===== src/rtl/audio_mix_pkg.sv =====
// Shared types and constants for the voice mixer / frame scheduler.
package audio_mix_pkg;

  localparam int SAMPLE_W_DEF = 32;

  typedef enum logic [1:0] {IDLE, SCAN, WAIT, WRITE} state_e;

  // Accumulator width: one sign bit plus headroom for summing nv full-scale samples.
  function automatic int acc_w(input int nv, input int sw);
    return sw + $clog2(nv) + 1;
  endfunction

  localparam int ACC_W_DEF = acc_w(4, SAMPLE_W_DEF);

endpackage


===== src/rtl/mix_sat.sv =====
// Accumulator-to-sample limiter, one per stereo channel.
// VOICE_MIX_SAT_EN defined: clamp to the signed SAMPLE_W range.
// VOICE_MIX_SAT_EN undefined: keep the low SAMPLE_W bits (two's-complement wrap).
module mix_sat #(
  parameter int ACC_W    = 35,
  parameter int SAMPLE_W = 32
) (
  input  logic [ACC_W-1:0]    acc,
  output logic [SAMPLE_W-1:0] res
);

`ifdef VOICE_MIX_SAT_EN
  // Bits that must all match the sign for the value to fit in SAMPLE_W.
  logic [ACC_W-SAMPLE_W:0] hi;
  assign hi = acc[ACC_W-1:SAMPLE_W-1];

  // Pass through when in range, otherwise clamp toward the sign of acc.
  always_comb begin
    res = acc[SAMPLE_W-1:0];
    if (!(&hi) && (|hi))
      res = acc[ACC_W-1] ? {1'b1, {(SAMPLE_W-1){1'b0}}} : {1'b0, {(SAMPLE_W-1){1'b1}}};
  end
`else
  logic unused_hi;
  assign unused_hi = ^acc[ACC_W-1:SAMPLE_W];
  assign res       = acc[SAMPLE_W-1:0];
`endif

endmodule


===== src/rtl/voice_mix_sched.sv =====
// Frame scheduler and mixer: polls each voice in index order once per frame,
// sums stereo contributions and writes one {L,R} word into audio_out's FIFO.
// Optional clamping of the mixed word is selected by VOICE_MIX_SAT_EN.
module voice_mix_sched
  import audio_mix_pkg::*;
#(
  parameter int NUM_VOICES = 4,
  parameter int SAMPLE_W   = SAMPLE_W_DEF,
  parameter int WAIT_MAX   = 16
) (
  input  logic                           clk,
  input  logic                           aclr_n,
  input  logic                           enable,
  input  logic [NUM_VOICES-1:0]          voice_mute,
  output logic [NUM_VOICES-1:0]          voice_rd,
  input  logic [NUM_VOICES-1:0]          voice_valid,
  input  logic [NUM_VOICES*2*SAMPLE_W-1:0] voice_sample,
  output logic [2*SAMPLE_W-1:0]          sample,
  output logic                           wrreq,
  input  logic                           wrfull,
  output logic                           busy,
  output logic [15:0]                    frame_cnt,
  output logic [15:0]                    underrun_cnt
);

  localparam int ACC_W = acc_w(NUM_VOICES, SAMPLE_W);
  localparam int IDX_W = (NUM_VOICES > 1) ? $clog2(NUM_VOICES) : 1;
  localparam int TMR_W = $clog2(WAIT_MAX + 1);

  state_e             state_q, state_d;
  logic [IDX_W-1:0]   idx_q, idx_d;
  logic [TMR_W-1:0]   timer_q, timer_d;
  logic [ACC_W-1:0]   acc_l_q, acc_l_d, acc_r_q, acc_r_d;
  logic [15:0]        frame_cnt_q, frame_cnt_d, underrun_q, underrun_d;
  logic               adv;

  // Current voice slice, {L, R}
  logic [NUM_VOICES-1:0][2*SAMPLE_W-1:0] vs;
  logic [2*SAMPLE_W-1:0]                 cur;
  logic [SAMPLE_W-1:0]                   cur_l, cur_r;
  logic                                  last;

  assign vs    = voice_sample;
  assign cur   = vs[idx_q];
  assign cur_l = cur[2*SAMPLE_W-1:SAMPLE_W];
  assign cur_r = cur[SAMPLE_W-1:0];
  assign last  = (idx_q == IDX_W'(NUM_VOICES - 1));

  // State and datapath registers
  always_ff @(posedge clk or negedge aclr_n) begin
    if (!aclr_n) begin
      state_q     <= IDLE;
      idx_q       <= '0;
      timer_q     <= '0;
      acc_l_q     <= '0;
      acc_r_q     <= '0;
      frame_cnt_q <= '0;
      underrun_q  <= '0;
    end else begin
      state_q     <= state_d;
      idx_q       <= idx_d;
      timer_q     <= timer_d;
      acc_l_q     <= acc_l_d;
      acc_r_q     <= acc_r_d;
      frame_cnt_q <= frame_cnt_d;
      underrun_q  <= underrun_d;
    end
  end

  // Next state, voice walk, accumulation and counters
  always_comb begin
    state_d     = state_q;
    idx_d       = idx_q;
    timer_d     = timer_q;
    acc_l_d     = acc_l_q;
    acc_r_d     = acc_r_q;
    frame_cnt_d = frame_cnt_q;
    underrun_d  = underrun_q;
    adv         = 1'b0;
    case (state_q)
      IDLE: begin
        if (enable && !wrfull) begin
          acc_l_d = '0;
          acc_r_d = '0;
          idx_d   = '0;
          state_d = SCAN;
        end
      end
      SCAN: begin
        if (voice_mute[idx_q]) begin
          adv = 1'b1;
        end else begin
          timer_d = '0;
          state_d = WAIT;
        end
      end
      WAIT: begin
        // Valid wins over a coincident timeout.
        if (voice_valid[idx_q]) begin
          acc_l_d = acc_l_q + {{(ACC_W-SAMPLE_W){cur_l[SAMPLE_W-1]}}, cur_l};
          acc_r_d = acc_r_q + {{(ACC_W-SAMPLE_W){cur_r[SAMPLE_W-1]}}, cur_r};
          adv     = 1'b1;
        end else if (timer_q == TMR_W'(WAIT_MAX - 1)) begin
          if (underrun_q != 16'hFFFF) underrun_d = underrun_q + 16'd1;
          adv = 1'b1;
        end else begin
          timer_d = timer_q + TMR_W'(1);
        end
      end
      WRITE: begin
        if (!wrfull) begin
          frame_cnt_d = frame_cnt_q + 16'd1;
          state_d     = IDLE;
        end
      end
      default: state_d = IDLE;
    endcase
    if (adv) begin
      if (last) begin
        state_d = WRITE;
      end else begin
        idx_d   = idx_q + IDX_W'(1);
        state_d = SCAN;
      end
    end
  end

  // Strobes and status outputs
  always_comb begin
    voice_rd = '0;
    if (state_q == SCAN && !voice_mute[idx_q]) voice_rd[idx_q] = 1'b1;
    wrreq        = (state_q == WRITE) && !wrfull;
    busy         = (state_q != IDLE);
    frame_cnt    = frame_cnt_q;
    underrun_cnt = underrun_q;
  end

  // sample always reflects the limited accumulators, so it holds the last
  // frame until the next frame start clears them.
  mix_sat #(.ACC_W(ACC_W), .SAMPLE_W(SAMPLE_W)) u_sat_l (
    .acc (acc_l_q),
    .res (sample[2*SAMPLE_W-1:SAMPLE_W])
  );

  mix_sat #(.ACC_W(ACC_W), .SAMPLE_W(SAMPLE_W)) u_sat_r (
    .acc (acc_r_q),
    .res (sample[SAMPLE_W-1:0])
  );

endmodule


===== config.mk =====
export PLATFORM = sky130hd
export DESIGN_NAME = voice_mix_sched
export DESIGN_NICKNAME = d
export VERILOG_FILES = /design/src/rtl/audio_mix_pkg.sv /design/src/rtl/mix_sat.sv /design/src/rtl/voice_mix_sched.sv
export SDC_FILE = /design/constraint.sdc
export NUM_CORES = 1
export LEC_CHECK = 0
export ABC_CLOCK_PERIOD_IN_PS = 5900
export CAP_MARGIN = 15
export CORE_ASPECT_RATIO = 1.5
export CORE_MARGIN = 2
export CORE_UTILIZATION = 40
export CTS_BUF_LIST = sky130_fd_sc_hd__clkbuf_16
export CTS_CLUSTER_DIAMETER = 200
export DETAILED_ROUTE_END_ITERATION = 16
export GPL_ROUTABILITY_DRIVEN = 0
export PLACE_DENSITY = 0.84
export SYNTH_ARGS = -nofsm -noshare
export SYNTH_HDL_FRONTEND = slang
export SYNTH_HIERARCHICAL = 1
export SYNTH_SLANG_ARGS = --single-unit

===== constraint.sdc =====
create_clock -name clk -period 5.9 [get_ports clk]
set_input_delay 1.475 -clock clk [delete_from_list [all_inputs] [get_ports clk]]
set_output_delay 1.475 -clock clk [all_outputs]
set_load 0.01 [all_outputs]

==> results of run 1 <==
[worst paths after layout]
path	depth (start not counted)	from	slack [ns]	endpoint
setup / recovery	13	voice_sample[160]	0.75	acc_l_q[30]
hold / removal	1	frame_cnt[15]	0.49	frame_cnt[15]
setup reg to reg	12	idx_q[0]	1.37	acc_l_q[30]
hold reg to reg	1	frame_cnt[15]	0.49	frame_cnt[15]
max in group asynchronous	2	aclr_n	3.50	acc_r_q[13]
min in group asynchronous	1	aclr_n	1.15	underrun_cnt[11]
[power groups by stage]
stage / Combinational (mW) / Sequential, mW / Clock, mW
after global routing: 5.07 / 1.35 / 0.647
after CTS: 4.63 / 1.31 / 0.623
after floorplan: 3.55 / 1.16 / 0
after global placement: 4.50 / 1.31 / 0
final: 4.63 / 1.30 / 0.607
after detailed placement: 4.60 / 1.32 / 0
[through the flow]
stage,area [sq um],total power [mW],utilization
6_report,13200,6.544,0.5723
2_1_floorplan,9398,4.706,-
4_1_cts,13200,6.555,0.5723
3_3_place_gp,12910,5.803,0.5599
3_5_place_dp,12910,5.921,0.5599
5_1_grt,13200,7.067,0.5723
[worst reg2reg max path, cell delays in order (launching register included)]
cell and delay, ns:
sky130_fd_sc_hd__dfrtp_4 0.81, sky130_fd_sc_hd__mux4_2 0.66, sky130_fd_sc_hd__ha_1 0.25, sky130_fd_sc_hd__fa_1 0.43
sky130_fd_sc_hd__a21oi_1 0.24, sky130_fd_sc_hd__nor2_1 0.09, sky130_fd_sc_hd__o41ai_1 0.69, sky130_fd_sc_hd__a21oi_1 0.23
sky130_fd_sc_hd__a211oi_4 0.36, sky130_fd_sc_hd__a31oi_1 0.17, sky130_fd_sc_hd__a211oi_2 0.23, sky130_fd_sc_hd__xor2_1 0.16
sky130_fd_sc_hd__o21ai_0 0.09
[metal layers]
| layer | up-vias | wire (um) | global-route usage |
|---|---|---|---|
| met5 | - | 14 | 0 |
| met4 | 2 | 1099 | 0.1070 |
| met3 | 61 | 1516 | 0.04262 |
| met2 | 298 | 15700 | 0.4312 |
| met1 | 4190 | 10750 | 0.2446 |
| li1 | 4077 | - | - |
[sequential cells by signal (all words and copies together), names as in the netlist]
register      count
frame_cnt        16
timer_q           5
underrun_cnt     16
state_q           2
idx_q             2
acc_r_q          32
acc_l_q          32
[layout make-up]
type	count	area, sq um	share of cell area
sequential	105	2635	0.1997
clock buffer	9	225.2	0.01707
inverter	18	67.56	0.005120
multi-input combinational	740	6055	0.4588
clock inverter	7	60.06	0.004551
timing repair buffer	378	3759	0.2848
tap	315	394.1	0.02987
[cell usage in the layout, fill, tap and decap left out, types with 3 or more instances in the layout]
master                            count
sky130_fd_sc_hd__clkdlybuf4s50_1    368
sky130_fd_sc_hd__nand2_1            120
sky130_fd_sc_hd__dfrtp_1            103
sky130_fd_sc_hd__o21ai_0             87
sky130_fd_sc_hd__ha_1                76
sky130_fd_sc_hd__mux4_2              66
sky130_fd_sc_hd__a21oi_1             56
sky130_fd_sc_hd__xnor2_1             48
sky130_fd_sc_hd__xor2_1              40
sky130_fd_sc_hd__nor2_1              36
sky130_fd_sc_hd__nand3_1             26
sky130_fd_sc_hd__a21o_1              26
sky130_fd_sc_hd__inv_1               18
sky130_fd_sc_hd__nand4_1             14
sky130_fd_sc_hd__and3_1              11
sky130_fd_sc_hd__buf_4               10
sky130_fd_sc_hd__and2_1               9
sky130_fd_sc_hd__nor3_1               9
sky130_fd_sc_hd__a22o_1               9
sky130_fd_sc_hd__clkbuf_16            9
sky130_fd_sc_hd__a211oi_1             8
sky130_fd_sc_hd__o21bai_1             8
sky130_fd_sc_hd__a31oi_1              8
sky130_fd_sc_hd__nor2b_1              7
sky130_fd_sc_hd__o21a_1               6
sky130_fd_sc_hd__and4_1               5
sky130_fd_sc_hd__o211ai_1             5
sky130_fd_sc_hd__o31ai_1              5
sky130_fd_sc_hd__or3_1                4
sky130_fd_sc_hd__o21ai_1              4
sky130_fd_sc_hd__a21boi_0             4
sky130_fd_sc_hd__a211o_1              3
sky130_fd_sc_hd__o31a_1               3
sky130_fd_sc_hd__nand2b_1             3
==> out/summary.md, run 1 <==
The run finished with clean final reports. For the number of max-slew violations in the final report, the log shows 0. In this run the core area contains 68 standard-cell rows. After clock tree synthesis, the clock-pin slew on the worst setup and hold paths is 0.08 ns. The run gives 6 as the count of yosys warnings during synthesis. The ratio of total power to cell area was 495.9 nW/um^2; the placed instance count was 1556. Grouping stages by cell kind, the critical path spends the most delay in compound AO/OA/AOI/OAI gates.

The count of buffer and inverter cells on the critical path was 1; the number of remaining DRC errors was 0. The classification of the worst-slack hold path is flop to flop. The critical path class was input port to flop. Dividing the detail-routed via count by the number of cells gives 5.489. Compared with the post-synthesis result, the final layout area differs by 40.41%. On the worst path, the slowest cell contributes a delay of 0.69 ns. The achievable clock frequency is 194.3 MHz, and the wire length after detailed routing is 29090 um. The run gives 5.532 nW as the leakage power. The post-route fraction of the period consumed by the critical path is 0.8725. The total number of nets in the final design was 1598; the worst slew margin relative to its limit was 0.4990. The average detailed-routed wire length per instance is 18.50 um.

The logs give 0.4467 ns for the worst setup timing slack at the placement stage and 44420 um for the global-route wire length before repair. The tools report the part of the power in the clock network as 0.093. The arrival time reported for the critical path endpoint was 5.39 ns; the port buffer count was 369. The critical path goes through clkdlybuf4s50_1 > mux4_2 > ha_1 > fa_1 > a21oi_1 > nor2_1 > o41ai_1 > a21oi_1 > a211oi_4 > a31oi_1 > a211oi_2 > xor2_1 > o21ai_0.

The run gives 1 as the number of antenna violations at the first check in global routing. The die height came out at 191.7 um. Among all stages on the critical path, the largest delay is contributed by sky130_fd_sc_hd__o41ai_1. In this run the number of H-tree levels came out at 3. The clock passes through at most 2 buffers.

Counting every net in the synthesized netlist gives 1318. The tools report the final setup skew as 0.01030 ns. The fraction of power consumed by combinational cells is 0.708, and the total global routing track utilization is 0.2300. Final hold analysis gives a worst-case slack of 0.4927 ns. The via count of the first global-routing pass was 8982.

The internal power of the cells totals 3.490 mW. TritonCTS built the clock tree. The tools report the critical path launch point type as an input port. The clock latency on the worst-skew pair is 0.37 ns.

Post-CTS timing repair inserted 0 buffers for setup. The number of clock buffers added by TritonCTS is 9. The count of cells resized by post-cts repair is 0. The largest net degree at the start of global routing is 54. The tools report the switching power as 3.053 mW.

The share of layout cells above drive strength 1 came out at 0.08512. The actual slew at the worst max-slew pin was 0.7515 ns; the worst voltage drop across the vdd grid was 0.2338 mV. Before antenna repair, the detailed router went through 4 iterations.

The boundary pin count came out at 370. Data on the critical path is required at its endpoint by 6.14 ns. The hold violation total from the final report is 0, and the top fanout value on the critical path is 4.

For the diode insertion count for antenna repair, the log shows 0. The smallest clock period supported by the final layout is computed as 5.148 ns. In this run, the number of DRC markers left after iteration 0 of detailed routing was 374. Routed via count: 8628. The wire-length estimate of the detail-placed layout is 23560 um.

The logs give 0.199 for the part of the power in registers and 0.4076 for the initial cell density of the core. Type of element capturing the critical path: a flop. Cell area after technology mapping: 9398 sq um. The number of filler cells placed in the layout was 1956. The logs give 0 for the total of hold buffers inserted after clock tree synthesis and 24760 sq um for the area of the die.

Final cell count without fillers: 1572. The synthesized instance count was 972. The final setup slack of the worst path is 0.7524 ns. Setup violations remaining at the end of the flow were counted as 0. In this run the horizontal extent of the chip is 129.2 um. The mean cell area of the mapped netlist is 9.668 sq um.

The detail route stage leaves a number of antenna-violating nets equal to 0. Setup repair after global routing left no endpoint under its margin. The cell repeated most along the worst path is sky130_fd_sc_hd__a21oi_1.

Max-cap violations in this run came to 0. The number of sinks driven by the clock tree was 105. After routing, the total negative slack on setup checks comes to 0 ns.

The tree is rooted in a sky130_fd_sc_hd__clkbuf_16. After floorplanning, the core was sized to cover 23060 sq um. The switching share of power came out at 0.4666.

Global routing finished with a remaining overflow of 0.
Power figures use the tool's default switching activity.
==> inputs of run 2 (changes only) <==
--- a/config.mk
+++ b/config.mk
@@ -13,8 +13,8 @@
 export CTS_BUF_LIST = sky130_fd_sc_hd__clkbuf_16
 export CTS_CLUSTER_DIAMETER = 200
 export DETAILED_ROUTE_END_ITERATION = 16
-export GPL_ROUTABILITY_DRIVEN = 0
 export PLACE_DENSITY = 0.84
+export SETUP_SLACK_MARGIN = 0.4
 export SYNTH_ARGS = -nofsm -noshare
 export SYNTH_HDL_FRONTEND = slang
 export SYNTH_HIERARCHICAL = 1
==> run 2 against run 1 <==
- utilization is essentially flat
- global-route usage grew 0.054 points
- cell count is the same
- wire length grew 0.29%
- largest power group unchanged
==> out/summary.md, run 2 (synthesis results as in run 1) <==
The tools report the clock latency on the worst-skew pair as 0.36 ns. In this design, the critical path's most frequently occurring cell is sky130_fd_sc_hd__a21oi_1. Setup violations remaining at the end of the flow were counted as 0.

The flow ran to the end, and the final reports show no timing, DRC or antenna violations. The tools report the initial cell density of the core as 0.4076. The clock transition time at the flip-flop clock pins of the worst setup and hold paths is 0.07 ns. The count of cells resized by post-cts repair was 0. The worst hold path startpoint is frame_cnt[12]. Data on the critical path is required at its endpoint by 6.13 ns. The leading cell type in the layout, fill and taps excluded was sky130_fd_sc_hd__clkdlybuf4s50_1.

The overall die width was 129.2 um; the total of hold buffers inserted after clock tree synthesis was 0. Routability-driven placement finished with a final weighted congestion of 0.9425. The largest incremental delay on the critical path works out to 0.61 ns. The floorplan row count was 68; the final period demand of the worst path was 5.020 ns. In this run the worst hold path is classified as flop to flop.

For the final HPWL from detailed placement, the log shows 23710 um. The top fanout value on the critical path works out to 4. Wires add up to 29170 um. For the number of max-slew violations in the final report, the log shows 0.

For the number of antenna violations at the first check in global routing, the log shows 2. The worst register-to-register path ends at acc_l_q[28]. Relative to the synthesized area, the layout overhead comes to 40.33%. The actual slew at the worst max-slew pin is 0.8490 ns, and the hold violation total from the final report is 0. Detailed routing inserted a total of 8660 vias. During I/O placement, the number of pins put on the boundary was 370.

Timing would allow up to 199.2 MHz. The run gives 9 as the number of buffers created by CTS. The number of sinks driven by the clock tree was 105.

In the routed layout, each cell is associated on average with a via count of 5.509. Across the run, the number of max-cap violations was 0. Across the VDD grid, the largest voltage drop is 0.3116 mV. The region available for standard cell placement spans 23060 sq um.

The worst hold path cell count came out at 1. The count of nets left with antenna violations once routing finished came out at 0. For hold timing, the worst endpoint is frame_cnt[12]. The ratio of total power to cell area works out to 494.5 nW/um^2. The post-route fraction of the period consumed by the critical path was 0.8509. The repair_antennas step left the layout with diodes totalling 0. Buffers placed on the I/O ports in this run total 369. The residual overflow from global routing was 0. The worst setup path is captured at a flop. After routing, the total negative slack on setup checks comes to 0 ns.

The cell depth of the worst flop-to-flop path came out at 12. Clock skew on the completed layout was measured at 0.007333 ns. The run gives 1598 as the total number of nets in the final design.

No sink is reached through more buffers than the 2 on the longest clock path. The run gives 13190 sq um as the final cell area excluding filler cells. The die covers 24760 sq um. Among all stages on the critical path, the largest delay is contributed by sky130_fd_sc_hd__o41ai_1. The run gives 3 as the total number of H-tree levels. Setup repair after global routing left no endpoint under its margin.

Leaving out fill and tap cells, the most frequent cells in the layout are sky130_fd_sc_hd__clkdlybuf4s50_1 (368), sky130_fd_sc_hd__nand2_1 (120), sky130_fd_sc_hd__dfrtp_1 (103), sky130_fd_sc_hd__o21ai_0 (87), sky130_fd_sc_hd__ha_1 (76). In this run the static leakage power is 5.536 nW. The detailed router finished its first iteration with 381 violations. The first global-routing pass estimated 44660 um of wire. The tools report the final setup slack of the worst path as 0.8799 ns. Critical path class: input port to flop.

The via count of the first global-routing pass was 9026; the share of layout cells above drive strength 1 was 0.08512. The largest net degree at the start of global routing is 63. In the final layout, the registers with the most flip-flops are acc_l_q x32, acc_r_q x32. Total global routing track utilization: 0.2305. The worst slew margin relative to its limit was 0.4340.

Post-CTS timing repair inserted 0 buffers for setup. The die height was 191.7 um. For the arrival time reported for the critical path endpoint, the log shows 5.25 ns. The signal on the critical path passes through clkdlybuf4s50_1 > mux4_2 > ha_1 > fa_1 > a21oi_1 > nor2_1 > o41ai_1 > a21oi_1 > a211oi_4 > a31oi_1 > a21oi_1 > xor2_1 > o21ai_0.

TritonCTS built the clock tree. The cell area after placement was 12910 sq um. Prior to clock tree synthesis, the placed netlist has a worst setup slack of 0.5065 ns.

For the first-pass detailed-route iteration total, the log shows 5. The tools report the worst reg-to-reg setup slack as 1.49 ns. STA classifies the critical path startpoint as an input port. For this run, design rule violations remaining after detail routing come to 0.

The cell sitting at the root of the clock tree is a sky130_fd_sc_hd__clkbuf_16. In this run the critical register-to-register path is launched from idx_q[0]. The average detailed-routed wire length per instance is 18.56 um.
run 2: changes by cell type in the layout (fill, tap and decap cells not counted), sizes merged:
cell      previous run  this run
inv                 22        23
clkinvlp             1         0
run 2: critical path: cells and delay by family:
family / cells / cell delay, ns
AND/OR/NAND/NOR: 1 / 0.10
AO/OA/AOI/OAI: 7 / 1.89
adder cells (fa/ha/maj): 2 / 0.66
multiplexers: 1 / 0.52
XOR/XNOR: 1 / 0.16
buffers and inverters: 1 / 0.43
run 2: worst max-delay path by stage:
stage | startpoint | to | slack, ns
2_1_floorplan | idx_q[0] | acc_l_q[30] | 1.43
3_3_place_gp | voice_sample[160] | acc_l_q[30] | 0.49
3_5_place_dp | voice_sample[160] | acc_l_q[30] | 0.51
4_1_cts | voice_sample[160] | acc_l_q[30] | 0.87
5_1_grt | voice_sample[160] | acc_l_q[28] | 0.68
6_report | voice_sample[160] | acc_l_q[28] | 0.88
run 2: report_power, final:
| part | leakage (nW) | internal, mW | total (mW) | switching (mW) |
|---|---|---|---|---|
| clock network | 0.142 | 0.292 | 0.594 | 0.303 |
| registers | 1.41 | 0.976 | 1.28 | 0.304 |
| logic | 3.98 | 2.22 | 4.65 | 2.43 |
run 2: layout make-up:
| cell class | count | area [sq um] |
|---|---|---|
| sequential | 105 | 2635 |
| multi-input combinational | 740 | 6055 |
| fill | 1999 | 9869 |
| clock inverter | 7 | 52.55 |
| inverter | 18 | 67.56 |
| tap | 315 | 394.1 |
| clock buffer | 9 | 225.2 |
| timing repair buffer | 378 | 3759 |
run 2: stage by stage:
step	hold slack, ns	total power, mW	utilization	std cells
2_1_floorplan	0.4688	4.706	-	972
3_3_place_gp	0.4766	5.826	0.5599	1556
3_5_place_dp	0.4832	5.918	0.5599	1556
4_1_cts	0.4977	6.542	0.5720	1572
5_1_grt	0.5125	7.088	0.5720	1572
6_report	0.4944	6.521	0.5720	1572
run 2: metal layers:
layer | track usage | part of all wire | up-vias | routed length (um)
li1 | - | - | 4090 | -
met1 | 0.2345 | 0.35 | 4185 | 10350
met2 | 0.4360 | 0.54 | 314 | 15860
met3 | 0.05153 | 0.064 | 67 | 1874
met4 | 0.1112 | 0.036 | 4 | 1050
met5 | 0 | 0.0010 | - | 30
==> inputs of run 3 (changes only) <==
--- a/config.mk
+++ b/config.mk
@@ -14,6 +14,7 @@
 export CTS_CLUSTER_DIAMETER = 200
 export DETAILED_ROUTE_END_ITERATION = 16
 export PLACE_DENSITY = 0.84
+export RECOVER_POWER = 100
 export SETUP_SLACK_MARGIN = 0.4
 export SYNTH_ARGS = -nofsm -noshare
 export SYNTH_HDL_FRONTEND = slang
==> run 3 against run 2 <==
- register-to-register slack hardly changed
- cell count stayed put
- largest cell class unchanged
- clock skew hardly changed
- power is 1.7% lower
- the flow now finishes with violations (max-capacitance violations, max-slew violations)
- die area stayed put
- critical path depth is 6 lower
- critical path type unchanged
==> out/summary.md, run 3 (synthesis results as in run 1) <==
The clock transition time at the flip-flop clock pins of the worst setup and hold paths is 0.07 ns, and the setup-violating endpoint count in the final report is 0. The tools report the clock tree root buffer cell as sky130_fd_sc_hd__clkbuf_16. The critical path is of the input port to flop type.

In this run the register-to-register setup slack is 1.49 ns. The share of layout cells above drive strength 1 was 0.08115. Summed over all layers, the routed wires come to 29150 um.

Row generation in the floorplan step produced 68 rows. The first global-routing pass estimated 44660 um of wire. The worst register-to-register path begins at idx_q[0]. The post-route fraction of the period consumed by the critical path was 0.8850. Data on the critical path arrives at its endpoint at 5.50 ns. The leakage power was 5.802 nW; the number of remaining DRC errors was 0. Routed via count divided by cell count: 5.522. Port buffering added 369 buffers. In this run the power density over the cells is 487.1 nW/um^2. The critical path launch point type was an input port.

The via count of the first global-routing pass came out at 9026. Compared with the post-synthesis result, the final layout area differs by 40.09%. The largest single stage delay on the critical path is 1.57 ns. After layout, the minimum clock period comes to 5.222 ns. After detailed routing, the average wire length per cell comes to 18.54 um. The violation count after the first detailed-route iteration came out at 400.

In the layout the commonest cells are sky130_fd_sc_hd__clkdlybuf4s50_1 (266), sky130_fd_sc_hd__nand2_1 (120), sky130_fd_sc_hd__dfrtp_1 (103), sky130_fd_sc_hd__dlygate4sd3_1 (102), sky130_fd_sc_hd__o21ai_0 (88). The tools report the first-pass detailed-route iteration total as 5. In this run, post-CTS repair resized a total of 0 instances. Worst slew margin relative to its limit: -1.378. In this run the remaining antenna-violating nets after routing total 0.

The worst register-to-register path has a depth of 12. Global routing finished with a remaining overflow of 0. Based on the critical path, the design can be clocked at up to 191.5 MHz.

The checks that failed: max-capacitance violations, max-slew violations. The run gives 96 as the number of max-slew violations in the final report. In the final layout, the registers with the most flip-flops are acc_l_q x32, acc_r_q x32. Final HPWL from detailed placement: 23710 um. For this design, the sink count on the clock tree is 105. Of all nets on the critical path, the largest fanout is 33.

The total core area is 23060 sq um, and the actual slew at the worst max-slew pin is 3.566 ns. Buffers inserted to repair hold after CTS numbered 0. The max-capacitance violation count was 2; the worst voltage drop across the vdd grid was 0.3089 mV.

TritonCTS built the clock tree. The number of buffers created by CTS was 9; the buffer count from post-CTS setup fixing was 0. Clock skew on the completed layout was measured at 0.007363 ns. Setup repair after global routing left no endpoint under its margin. The signal on the critical path passes through dlygate4sd3_1 > mux4_2 > nor2b_1 > or2_0 > clkbuf_2 > nand2_1 > o21ai_0. The logs give 0.2305 for the total global routing track utilization and 370 for the boundary pin count. The routed via count was 8680; the maximum count of clock buffers along a single path was 2.

For the final routed database, the setup TNS stands at 0 ns. The run gives 63 as the largest net degree at the start of global routing. Global placement routability congestion: 0.9425. The leading cell type in the layout, fill and taps excluded was sky130_fd_sc_hd__clkdlybuf4s50_1. The run finished, with violations left. The run gives 0.36 ns as the clock latency on the worst-skew pair. The run gives 24760 sq um as the area of the die.

Slowest library cell on the worst path: sky130_fd_sc_hd__or2_0. From left edge to right edge, the die measures 129.2 um. After the last flow step, the layout net total stands at 1598.

In this run the worst setup path terminates at acc_l_q[15]. The required time of the worst setup path is 6.18 ns, and the number of antenna violations at the first check in global routing is 2. Tracing the worst setup path back leads to its startpoint at voice_valid[2]. In this run the worst hold path is classified as flop to flop. Die height: 191.7 um.

The type of element capturing the critical path was a flop. For the hold violation total from the final report, the log shows 0. The tools report the total number of H-tree levels as 3. The logs give 0 for the diode insertion count for antenna repair and 0.4076 for the initial cell density of the core. In this run the critical register-to-register path is captured at acc_l_q[28]. The core occupancy in the finished layout came out at 0.5710.
## run 3: area by class of cell
class                           count  area, sq um
Sequential cell                   105         2635
Clock inverter                      7        52.55
Inverter                           18        67.56
Multi-Input combinational cell    740         6042
Clock buffer                        9        225.2
Fill cell                        2003         9892
Timing Repair Buffer              378         3749
Tap cell                          315        394.1
## run 3: where the power goes
group	total (mW)	switching (mW)	internal, mW	leakage [nW]
Combinational	4.55	2.42	2.13	4.25
Clock	0.593	0.301	0.292	0.142
Sequential	1.27	0.293	0.976	1.41
Total	6.41	3.02	3.39	5.80
## run 3: metal layers
metal  global-route usage  share of wire  wire length, um  vias to the layer above
li1                     -              -                -                     4092
met1               0.2345           0.35            10340                     4183
met2               0.4360           0.54            15760                      323
met3              0.05153          0.064             1870                       78
met4               0.1112          0.039             1143                        4
met5                    0         0.0010               30                        -
## run 3: worst min path at each step
| stage | start | endpoint | slack (ns) | cells past startpoint |
|---|---|---|---|---|
| floorplan | timer_q[4] | timer_q[4] | 0.47 | 2 |
| global placement | underrun_cnt[15] | underrun_cnt[15] | 0.48 | 1 |
| detailed placement | frame_cnt[12] | frame_cnt[12] | 0.48 | 1 |
| CTS | frame_cnt[12] | frame_cnt[12] | 0.50 | 1 |
| global route | frame_cnt[12] | frame_cnt[12] | 0.51 | 1 |
| finish | frame_cnt[12] | frame_cnt[12] | 0.49 | 1 |
## run 3: stage by stage
step           power, mW  hold WS, ns  instances  instance area [sq um]  setup slack (ns)
6_report           6.413       0.4896       1572                  13170            0.6783
5_1_grt            6.978       0.5077       1572                  13170            0.3966
4_1_cts            6.542       0.4977       1572                  13190            0.8658
3_5_place_dp       5.918       0.4832       1556                  12910            0.5065
3_3_place_gp       5.826       0.4766       1556                  12910            0.4934
2_1_floorplan      4.706       0.4688        972                   9398             1.428
## run 3: worst max-delay path: cells and delay by family
family | cells | cell delay (ns)
AND/OR/NAND/NOR | 3 | 1.98
buffers and inverters | 2 | 1.38
multiplexers | 1 | 0.54
AO/OA/AOI/OAI | 1 | 0.11
